[src/rtl/dac_sample_scheduler.sv]
// dac_sample_scheduler: buffers CPU audio samples and releases one code per sample period.
// On FIFO underflow the last code is held and the event is counted.
module dac_sample_scheduler #(
   parameter int CODE_WIDTH    = 10,
   parameter int FIFO_DEPTH    = 8,
   parameter int SAMPLE_PERIOD = 1927,
   parameter int PRIME_LEVEL   = 4
) (
   input  logic                          clk,
   input  logic                          rst_n,
   input  logic                          enable,
   input  logic                          flush,
   input  logic                          in_valid,
   input  logic [CODE_WIDTH-1:0]         in_data,
   output logic                          in_ready,
   output logic [CODE_WIDTH-1:0]         dac_code,
   output logic                          dac_load,
   output logic [$clog2(FIFO_DEPTH):0]   fifo_count,
   output logic                          running,
   output logic                          underflow,
   output logic [15:0]                   underflow_cnt,
   input  logic                          clr_underflow
);

   localparam int PW = $clog2(FIFO_DEPTH);
   localparam int TW = $clog2(SAMPLE_PERIOD);

   localparam logic [CODE_WIDTH-1:0] MIDSCALE  = {1'b1, {(CODE_WIDTH-1){1'b0}}};
   localparam logic [TW-1:0]         TICK_LAST = TW'(SAMPLE_PERIOD - 1);
   localparam logic [PW:0]           DEPTH_C   = (PW+1)'(FIFO_DEPTH);
   localparam logic [PW:0]           PRIME_C   = (PW+1)'(PRIME_LEVEL);

   typedef enum logic [1:0] {
      IDLE,
      PRIME,
      RUN
   } state_t;

   state_t                state_q, state_d;
   logic [TW-1:0]         tick_q, tick_d;
   logic [PW-1:0]         wr_ptr_q, wr_ptr_d;
   logic [PW-1:0]         rd_ptr_q, rd_ptr_d;
   logic [PW:0]           count_q, count_d;
   logic [CODE_WIDTH-1:0] code_q, code_d;
   logic                  load_q, load_d;
   logic                  uf_q, uf_d;
   logic [15:0]           ucnt_q, ucnt_d;
   logic [CODE_WIDTH-1:0] mem_q [FIFO_DEPTH];

   logic boundary;
   logic push;
   logic pop;

   always_comb begin
      in_ready = (count_q != DEPTH_C);
      boundary = (state_q == RUN) && (tick_q == TICK_LAST);
      push     = in_valid && in_ready && !flush;
      pop      = boundary && (count_q != '0) && !flush;
   end

   always_comb begin
      wr_ptr_d = wr_ptr_q;
      rd_ptr_d = rd_ptr_q;
      count_d  = count_q;
      if (flush) begin
         wr_ptr_d = '0;
         rd_ptr_d = '0;
         count_d  = '0;
      end else begin
         if (push) wr_ptr_d = wr_ptr_q + PW'(1);
         if (pop)  rd_ptr_d = rd_ptr_q + PW'(1);
         count_d = count_q + (PW+1)'(push) - (PW+1)'(pop);
      end
   end

   // A boundary always completes its load before an enable drop is honoured.
   always_comb begin
      state_d = state_q;
      tick_d  = '0;
      code_d  = code_q;
      load_d  = boundary;
      unique case (state_q)
         IDLE: begin
            code_d = MIDSCALE;
            if (enable) state_d = PRIME;
         end
         PRIME: begin
            if (!enable) state_d = IDLE;
            else if (count_q >= PRIME_C) state_d = RUN;
         end
         RUN: begin
            if (boundary) begin
               if (pop) code_d = mem_q[rd_ptr_q];
            end else if (!enable) begin
               state_d = IDLE;
               code_d  = MIDSCALE;
            end else begin
               tick_d = tick_q + TW'(1);
            end
         end
         default: state_d = IDLE;
      endcase
   end

   always_comb begin
      uf_d   = uf_q;
      ucnt_d = ucnt_q;
      if (clr_underflow) begin
         uf_d   = 1'b0;
         ucnt_d = '0;
      end else if (boundary && (count_q == '0)) begin
         uf_d = 1'b1;
         if (ucnt_q != 16'hFFFF) ucnt_d = ucnt_q + 16'd1;
      end
   end

   always_ff @(posedge clk or negedge rst_n) begin
      if (!rst_n) begin
         state_q  <= IDLE;
         tick_q   <= '0;
         wr_ptr_q <= '0;
         rd_ptr_q <= '0;
         count_q  <= '0;
         code_q   <= MIDSCALE;
         load_q   <= 1'b0;
         uf_q     <= 1'b0;
         ucnt_q   <= '0;
      end else begin
         state_q  <= state_d;
         tick_q   <= tick_d;
         wr_ptr_q <= wr_ptr_d;
         rd_ptr_q <= rd_ptr_d;
         count_q  <= count_d;
         code_q   <= code_d;
         load_q   <= load_d;
         uf_q     <= uf_d;
         ucnt_q   <= ucnt_d;
      end
   end

   always_ff @(posedge clk) begin
      if (push) mem_q[wr_ptr_q] <= in_data;
   end

   assign dac_code      = code_q;
   assign dac_load      = load_q;
   assign fifo_count    = count_q;
   assign running       = (state_q == RUN);
   assign underflow     = uf_q;
   assign underflow_cnt = ucnt_q;

endmodule

[config.mk]
export PLATFORM = sky130hd
export DESIGN_NAME = dac_sample_scheduler
export DESIGN_NICKNAME = d
export VERILOG_FILES = /design/src/rtl/dac_sample_scheduler.sv
export SDC_FILE = /design/constraint.sdc
export NUM_CORES = 1
export LEC_CHECK = 0
export ABC_CLOCK_PERIOD_IN_PS = 8000
export CAP_MARGIN = 0
export CORE_MARGIN = 5
export CORE_UTILIZATION = 27
export DETAILED_ROUTE_END_ITERATION = 8
export PLACE_DENSITY_LB_ADDON = 0.08
export SYNTH_ARGS = -nofsm -noshare
export SYNTH_HDL_FRONTEND = slang
export SYNTH_SLANG_ARGS = --single-unit
[constraint.sdc]
create_clock -name clk -period 8 [get_ports clk]
set_input_delay 1.2 -clock clk [delete_from_list [all_inputs] [get_ports clk]]
set_output_delay 1.2 -clock clk [all_outputs]
set_load 0.03 [all_outputs]
==> flow_summary.toml, run 1 <==
[run_status]
outcome = "complete, no violations"

[synth]
synth_seq_cells = 131
avgSynthCellArea_um2 = 15.1
yosysSeqAreaShare_pct = 66.3
synth_ff_type = "edfxtp_1"
syn_area_mm2 = 0.00555
synth_enable_flop_cells = 80
yosysWarnings = 0
synth_fp_nets = 395
yosysUniqueCellTypes = 42
async_flop_share_pct = 38.9
yosys.area.top_type_share_pct = 43.3
yosys.area.top_type = "edfxtp_1"
syn_inst = 367
ys_top_cells_by_area = "edfxtp_1 43%, dfrtp_1 23%, mux4_2 8.1%"

[finish]
syn_to_final_growth_pct = 25.4
fin_area_mm2 = 0.00697
nNetsFinal = 458
drive_above_1_share_pct = 15.6
final_common_cell = "edfxtp_1"
fin_util_pct = 34.4
diodes = 0
layout_common_cells = "80 x edfxtp_1, 50 x dfrtp_1, 48 x clkdlybuf4s50_1"
n_fill_cell = 1926

[critical_path]
cp_top_family = "buffers and inverters"
path_class = "primary input to flip-flop"
cp_common_cell = "ha_1"
cp.buffers_inverters = 3
end_kind = "flip-flop"
path_cells = "clkdlybuf4s50_1 -> or3_1 -> clkinv_4 -> ha_1 -> inv_1 -> ha_1 -> fa_1 -> xnor2_1 -> nor2_1"
cp_max_fo = 13
cp-start-kind = "primary input"
critPathArrivalTime_ps = 3850
cp.required_ps = 8280
critical-path-max-stage-delay_ps = 760
slowest_stage = "clkdlybuf4s50_1"

[power]
p_sw_share_pct = 24.3
pwr-share-clk_pct = 46.9
vdd_drop_max_mv = 0.133
p_switching_mw = 0.404
share_comb_of_total_power_pct = 7.7
internal_power_mw = 1.26
pwr-share-seq_pct = 45.4
p_leak_nw = 2.44
p_per_area_mw_per_mm2 = 239

[timing]
setup_violations = 0
relSlewSlack_pct = 18.6
finalClockSkew_ps = 7.49
tightestPinTransition_ps = 1220
hold_viol = 0
drv_slew = 0
fin_crit_ps = 3570
min_period_over_period_pct = 44.7
whs_ps = 484
max_clock_freq_mhz = 280
rsz0062_at_grt = "no"
tns_ps = 0

[global_routing]
track_usage_pct = 11.3
grt_max_degree = 52
grt-ovfl-total = 0
first_global_vias = 3321
antenna_found_initial = 0
grt_pass1_wl_um = 20100

[clocking]
worstSkewPairLatency_ps = 410
post_cts_resize_count = 0
cts_tree = "yes"
cts.reportedPaths.clkPinSlew_ps = 60
cts.sinks = 131
ctsHoldBuffers = 0
cts_buffers = 17
htreeDepth = 4
cts_setup_buffers = 0
clock-root-buffer = "clkbuf_16"
cts_buffer_depth = 2

[route]
drt_iter0_drc = 157
first_pass_iters = 5
routedWlPerCell_um = 17.7
drcViolationCount = 0
viasPerCell = 4.43
drt-total-wl_um = 12600
ant_nets = 0
vias = 3158

[hold_path]
hold_path_class = "flip-flop to flip-flop"

[floorplanning]
io_pins = 50
die_area_mm2 = 0.0235
die_y_um = 153
die_w_um = 153
coreArea_mm2 = 0.0202
num_rows = 52
start_util_pct = 27.4

[placement]
dp_hpwl_um = 8220
post_dp_cell_area_mm2 = 0.00637
portBuffers = 49
globalplace.congestion = 0.732

[job]
max-cap-violations = 0
## final cells by class
cell class                 count  area, µm²  share of cell area (%)
clock inverter                14        164                    2.35
sequential                   131       3680                    52.8
inverter                      13       53.8                   0.772
multi-input combinational    211       1760                    25.3
timing repair buffer          56        538                    7.72
clock buffer                  18        429                    6.16
tap                          270        338                    4.85
## sequential cells by signal, indices dropped and copies added, names as in the netlist
signal / cells
mem_q: 80
underflow_cnt: 16
tick_q: 11
dac_code: 10
fifo_count: 4
rd_ptr_q: 3
wr_ptr_q: 3
state_q: 2
dac_load: 1
underflow: 1
## per-layer routing
metal  wire length [µm]  share of wire (%)  global-route usage (%)
met1               5560                 44                    14.4
met2               6290                 50                    18.4
met3                501                4.0                    3.05
met4                250                2.0                    4.16
met5                  0                  0                       0
## power by group through the flow
stage | clock network [mW] | registers, mW | logic (mW)
finish | 0.780 | 0.756 | 0.128
global route | 0.842 | 0.759 | 0.143
floorplan | 0 | 0.773 | 0.0683
detailed placement | 0 | 0.771 | 0.132
CTS | 0.804 | 0.757 | 0.133
global placement | 0 | 0.771 | 0.130
## synthesized netlist by cell type, drive strengths merged (6+ instances only)
cell,number
a21oi,9
clkbuf,7
dfrtp,50
edfxtp,80
ha,11
inv,12
mux2i,11
mux4,20
nand2,14
nand3,11
nand4,6
nor2,42
nor3,7
nor4,6
o2bb2ai,9
xnor2,17
xor2,9
## per-stage QoR
step,worst slack [ps],instances,total power [mW]
finish,4430,713,1.66
global route,4240,713,1.74
CTS,4400,713,1.69
detailed placement,3960,681,0.903
global placement,4050,681,0.901
floorplan,5160,367,0.841
## kinds of logic (layout without fill, tap and decap cells)
kind of cell | after synthesis | after routing | synth area share (%)
mux | 31 | 31 | 10.1
flops | 131 | 131 | 66.3
xor+xnor | 26 | 26 | 4.10
compound gates | 27 | 27 | 3.38
buf+inv | 25 | 101 | 1.98
simple gates | 115 | 115 | 11.3
fa+ha+maj | 12 | 12 | 2.84
## final timing paths
check,start,cells after the start,slack [ps],end
setup reg to reg,tick_q[0],11,4800,fifo_count[1]
min in group asynchronous,rst_n,2,930,tick_q[7]
hold reg to reg,dac_code[2],1,480,dac_code[2]
hold / removal,dac_code[2],1,480,dac_code[2]
setup / recovery,flush,9,4430,fifo_count[2]
max in group asynchronous,rst_n,2,6590,dac_code[1]
Power figures use the tool's default switching activity.
==> run 2: changes to the inputs <==
Settings changed: ABC_CLOCK_PERIOD_IN_PS 8000 to 3400.
Clock period 8 ns to 3.4 ns, I/O delays scaled along.
==> run 2 against run 1 <==
Effect of this change:
- hold slack got worse by 250 ps
- first-iteration DRC count rose by 26%
- non-clock buffer count increased by 8
- global-route usage is 0.23 points lower
- worst setup slack worse by 3800 ps
- critical path type is now flip-flop to flip-flop
- critical endpoint is now fifo_count[1]
- highest routed layer unchanged
==> flow_summary.toml, run 2 (same netlist as run 1, synthesis figures left out) <==
[finish]
n_fill_cell = 1925
drive_above_1_share_pct = 17.1
diodes = 0
final_common_cell = "edfxtp_1"
top_register = "mem_q"
fin_area_mm2 = 0.00710
nNetsFinal = 466
fin_util_pct = 35.1
largest_reg_flops = 80
syn_to_final_growth_pct = 27.8
layout_common_cells = "80 x edfxtp_1, 50 x dfrtp_1, 48 x clkdlybuf4s50_1"
finalNonFillerCells = 721

[hold_path]
hold_path_class = "primary input to asynchronous set/reset pin"

[clocking]
cts_tree = "yes"
cts_buffer_depth = 2
ctsHoldBuffers = 0
worstSkewPairLatency_ps = 410
clock-root-buffer = "clkbuf_16"
cts_buffers = 17
cts.reportedPaths.clkPinSlew_ps = 60
htreeDepth = 4
cts_setup_buffers = 0
cts.sinks = 131
post_cts_resize_count = 0

[critical_path]
cp_max_fo = 8
path_class = "flip-flop to flip-flop"
cp.required_ps = 3700
critPathArrivalTime_ps = 3090
cp-start-kind = "flip-flop"
end_kind = "flip-flop"

[global_routing]
grt_max_degree = 52
first_global_vias = 3443
track_usage_pct = 11.1
grt_pass1_wl_um = 19800
antenna_found_initial = 0
grt-ovfl-total = 0

[route]
drt-total-wl_um = 12500
vias = 3198
drcViolationCount = 0
drt_iter0_drc = 198
routedWlPerCell_um = 17.3
ant_nets = 0
viasPerCell = 4.44
first_pass_iters = 4

[placement]
portBuffers = 49
globalplace.congestion = 0.720
post_dp_cell_area_mm2 = 0.00643
dp_cells = 689
dp_hpwl_um = 7800

[floorplanning]
die_y_um = 153
start_util_pct = 27.4
io_pins = 50
num_rows = 52
die_area_mm2 = 0.0235
die_w_um = 153
coreArea_mm2 = 0.0202

[timing]
whs_ps = 239
relSlewSlack_pct = 36.3
max_clock_freq_mhz = 358
hold_viol = 0
fin_crit_ps = 2790
min_period_over_period_pct = 82.2
tightestPinTransition_ps = 955
rsz0062_at_grt = "no"
setup_violations = 0
tns_ps = 0
finalClockSkew_ps = 5.38
drv_slew = 0

[power]
pwr-share-clk_pct = 49.5
share_comb_of_total_power_pct = 7.4
vdd_drop_max_mv = 0.313
p_per_area_mw_per_mm2 = 581
pwr-share-seq_pct = 43.1
p_switching_mw = 0.888
internal_power_mw = 3.23
p_sw_share_pct = 21.5
p_leak_nw = 2.50

[run_status]
outcome = "complete, no violations"

[job]
max-cap-violations = 0
run 2: changes by cell type in the layout (fill, tap and decap cells not counted), sizes merged:
cell      previous run  this run
buf                  8        16
inv                 20        12
bufinv               2         6
clkinvlp             1         4
clkinv               4         6
clkbuf              18        17
run 2: power groups by stage:
stage / Sequential (mW) / Combinational [mW] / Clock [mW]
floorplan: 1.82 / 0.161 / 0
global placement: 1.81 / 0.315 / 0
detailed placement: 1.81 / 0.315 / 0
CTS: 1.78 / 0.316 / 2.11
global route: 1.78 / 0.335 / 2.17
finish: 1.78 / 0.303 / 2.04
run 2: final cells by class:
cell class | count | area, µm² | share of cell area [%]
sequential | 131 | 3680 | 51.9
multi-input combinational | 211 | 1760 | 24.8
timing repair buffer | 64 | 598 | 8.43
clock buffer | 17 | 425 | 6.00
tap | 270 | 338 | 4.76
clock inverter | 15 | 238 | 3.35
inverter | 13 | 53.8 | 0.758
run 2: through the flow:
step | power (mW) | worst slack (ps)
6_report | 4.12 | 606
3_3_place_gp | 2.12 | 648
5_1_grt | 4.29 | 443
2_1_floorplan | 1.98 | 634
4_1_cts | 4.20 | 562
3_5_place_dp | 2.12 | 581
run 2: layer usage:
metal,global-route usage [%],wire [µm],vias up
met1,13.4,5550,1627
met2,19.1,6400,48
met3,3.39,435,8
met4,3.15,114,0
met5,0,0,-
li1,-,-,1515
run 2: worst paths after layout:
kind                        startpoint             to  slack (ps)  depth (start not counted)
max                          tick_q[0]  fifo_count[1]         610                         11
min                              rst_n      tick_q[8]         240                          2
max reg2reg                  tick_q[0]  fifo_count[1]         610                         11
min reg2reg                dac_code[5]    dac_code[5]         500                          1
max in group asynchronous        rst_n    dac_code[7]        2680                          2
min in group clk           dac_code[5]    dac_code[5]         500                          1
run 2: critical path, cell delays in order (launching register included):
cell	delay, ps
dfrtp_1	420
inv_1	80
ha_1	140
nor4b_4	280
nand3_2	240
or3_1	460
clkinv_4	80
ha_1	220
inv_1	60
ha_1	170
fa_1	400
nor2b_1	130
==> run 3: changes to the inputs <==
Settings changed: ABC_CLOCK_PERIOD_IN_PS 3400 to 2800.
Clock period 3.4 ns to 2.8 ns, I/O delays scaled along.
==> run 3 against run 2 <==
Effect of this change:
- clock skew rose by 8.9 ps
- flip-flop and latch count did not move
- critical endpoint unchanged
- worst setup slack got worse by 450 ps
- wire length rose by 3.1%
- hold slack got worse by 220 ps
- register-to-register slack worse by 450 ps
- sequential power rose by 21%
- power rose by 18%
- first-iteration DRC count fell by 17%
- core utilization decreased by 0.12 points
- clock power rose by 13%
==> flow_summary.toml, run 3 (same netlist as run 1, synthesis figures left out) <==
[floorplanning]
die_y_um = 153
num_rows = 52
start_util_pct = 27.4
coreArea_mm2 = 0.0202
die_w_um = 153
die_area_mm2 = 0.0235
io_pins = 50

[power]
vdd_drop_max_mv = 0.424
pwr-share-seq_pct = 44.5
p_sw_share_pct = 23.4
p_switching_mw = 1.14
internal_power_mw = 3.71
p_per_area_mw_per_mm2 = 685
p_leak_nw = 2.49
share_comb_of_total_power_pct = 8.0
pwr-share-clk_pct = 47.5

[finish]
top_register = "mem_q"
largest_reg_flops = 80
syn_to_final_growth_pct = 27.3
finalNonFillerCells = 724
diodes = 0
final_common_cell = "edfxtp_1"
drive_above_1_share_pct = 17.6
nNetsFinal = 469
fin_util_pct = 34.9
fin_area_mm2 = 0.00707
layout_common_cells = "80 x edfxtp_1, 50 x dfrtp_1, 48 x clkdlybuf4s50_1"

[critical_path]
cp_max_fo = 5
cp.required_ps = 3100
timing.rr.start = "tick_q[0]"
critical-path-max-stage-delay_ps = 420
reg2regPathDepth = 11
path_class = "flip-flop to flip-flop"
end_kind = "flip-flop"
cp-start-kind = "flip-flop"
rrSetupSlack_ps = 150
path_cells = "inv_1 -> ha_1 -> nor4b_4 -> nand3_2 -> or3_1 -> clkinv_4 -> ha_1 -> inv_1 -> ha_1 -> fa_1 -> nor2b_1"
r2r-end = "fifo_count[1]"
cp_top_family = "simple AND/OR/NAND/NOR gates"
slowest_stage = "or3_1"
critPathArrivalTime_ps = 2950
cp_common_cell = "ha_1"
cp.buffers_inverters = 3

[route]
viasPerCell = 4.51
drt_iter0_drc = 165
first_pass_iters = 4
ant_nets = 0
routedWlPerCell_um = 17.8
vias = 3267
drcViolationCount = 0
drt-total-wl_um = 12900

[placement]
post_dp_cell_area_mm2 = 0.00645
globalplace.congestion = 0.704
dp_hpwl_um = 8050
portBuffers = 49
place_ws_ps = 140
dp_cells = 692

[clocking]
post_cts_resize_count = 0
worstSkewPairLatency_ps = 420
cts.reportedPaths.clkPinSlew_ps = 60
cts_buffers = 17
cts.sinks = 131
cts_buffer_depth = 2
htreeDepth = 4
cts_tree = "yes"
cts_setup_buffers = 0
clock-root-buffer = "clkbuf_16"
ctsHoldBuffers = 0

[timing]
fin_crit_ps = 2650
relSlewSlack_pct = 41.9
hold_viol = 0
worst_slack_ps = 153
finalClockSkew_ps = 14.3
drv_slew = 0
min_period_over_period_pct = 94.5
max_clock_freq_mhz = 378
rsz0062_at_grt = "no"
tightestPinTransition_ps = 872
setup_violations = 0
tns_ps = 0

[run_status]
outcome = "complete, no violations"

[hold_path]
hold_path_class = "primary input to asynchronous set/reset pin"

[global_routing]
grt_pass1_wl_um = 20300
first_global_vias = 3349
grt-ovfl-total = 0
grt_max_degree = 25
track_usage_pct = 11.5
antenna_found_initial = 0

[job]
max-cap-violations = 0
run 3: worst max path at each step:
stage / startpoint / to / slack [ps] / cells past startpoint
floorplan: fifo_count[2] / mem_q[0][0] / 30 / 6
global placement: tick_q[0] / fifo_count[1] / 180 / 11
detailed placement: tick_q[0] / fifo_count[1] / 140 / 11
CTS: tick_q[0] / fifo_count[1] / 120 / 11
global route: tick_q[0] / fifo_count[1] / 0.9 / 11
finish: tick_q[0] / fifo_count[1] / 150 / 11
run 3: worst register-to-register path, delay by kind of cell (launching register included):
kind,cells,cell delay (ps)
adder cells (fa/ha/maj),4,940
buffers and inverters,3,210
flip-flops,1,410
AND/OR/NAND/NOR,4,960
run 3: stage by stage:
| step | power (mW) | hold WS, ps |
|---|---|---|
| finish | 4.85 | 14.9 |
| global route | 5.05 | 40.2 |
| CTS | 4.93 | 26.6 |
| detailed placement | 2.60 | 478 |
| global placement | 2.59 | 473 |
| floorplan | 2.40 | 124 |
run 3: metal layers:
layer | vias up | GRT usage, % | wire length [µm]
li1 | 1524 | - | -
met1 | 1665 | 14.8 | 5870
met2 | 68 | 18.6 | 6340
met3 | 10 | 3.28 | 525
met4 | 0 | 4.04 | 148
met5 | - | 0 | 0
run 3: final cells by class:
type	count	area (µm²)
multi-input combinational	211	1760
tap	270	338
clock buffer	18	439
sequential	131	3680
fill	1961	13200
timing repair buffer	67	621
inverter	13	53.8
clock inverter	14	176
run 3: power groups by stage:
| stage | registers, mW | logic, mW | clock network (mW) |
|---|---|---|---|
| final | 2.16 | 0.386 | 2.30 |
| after global routing | 2.17 | 0.426 | 2.46 |
| after detailed placement | 2.20 | 0.398 | 0 |
| after global placement | 2.19 | 0.397 | 0 |
| after CTS | 2.16 | 0.400 | 2.37 |
| after floorplan | 2.21 | 0.195 | 0 |
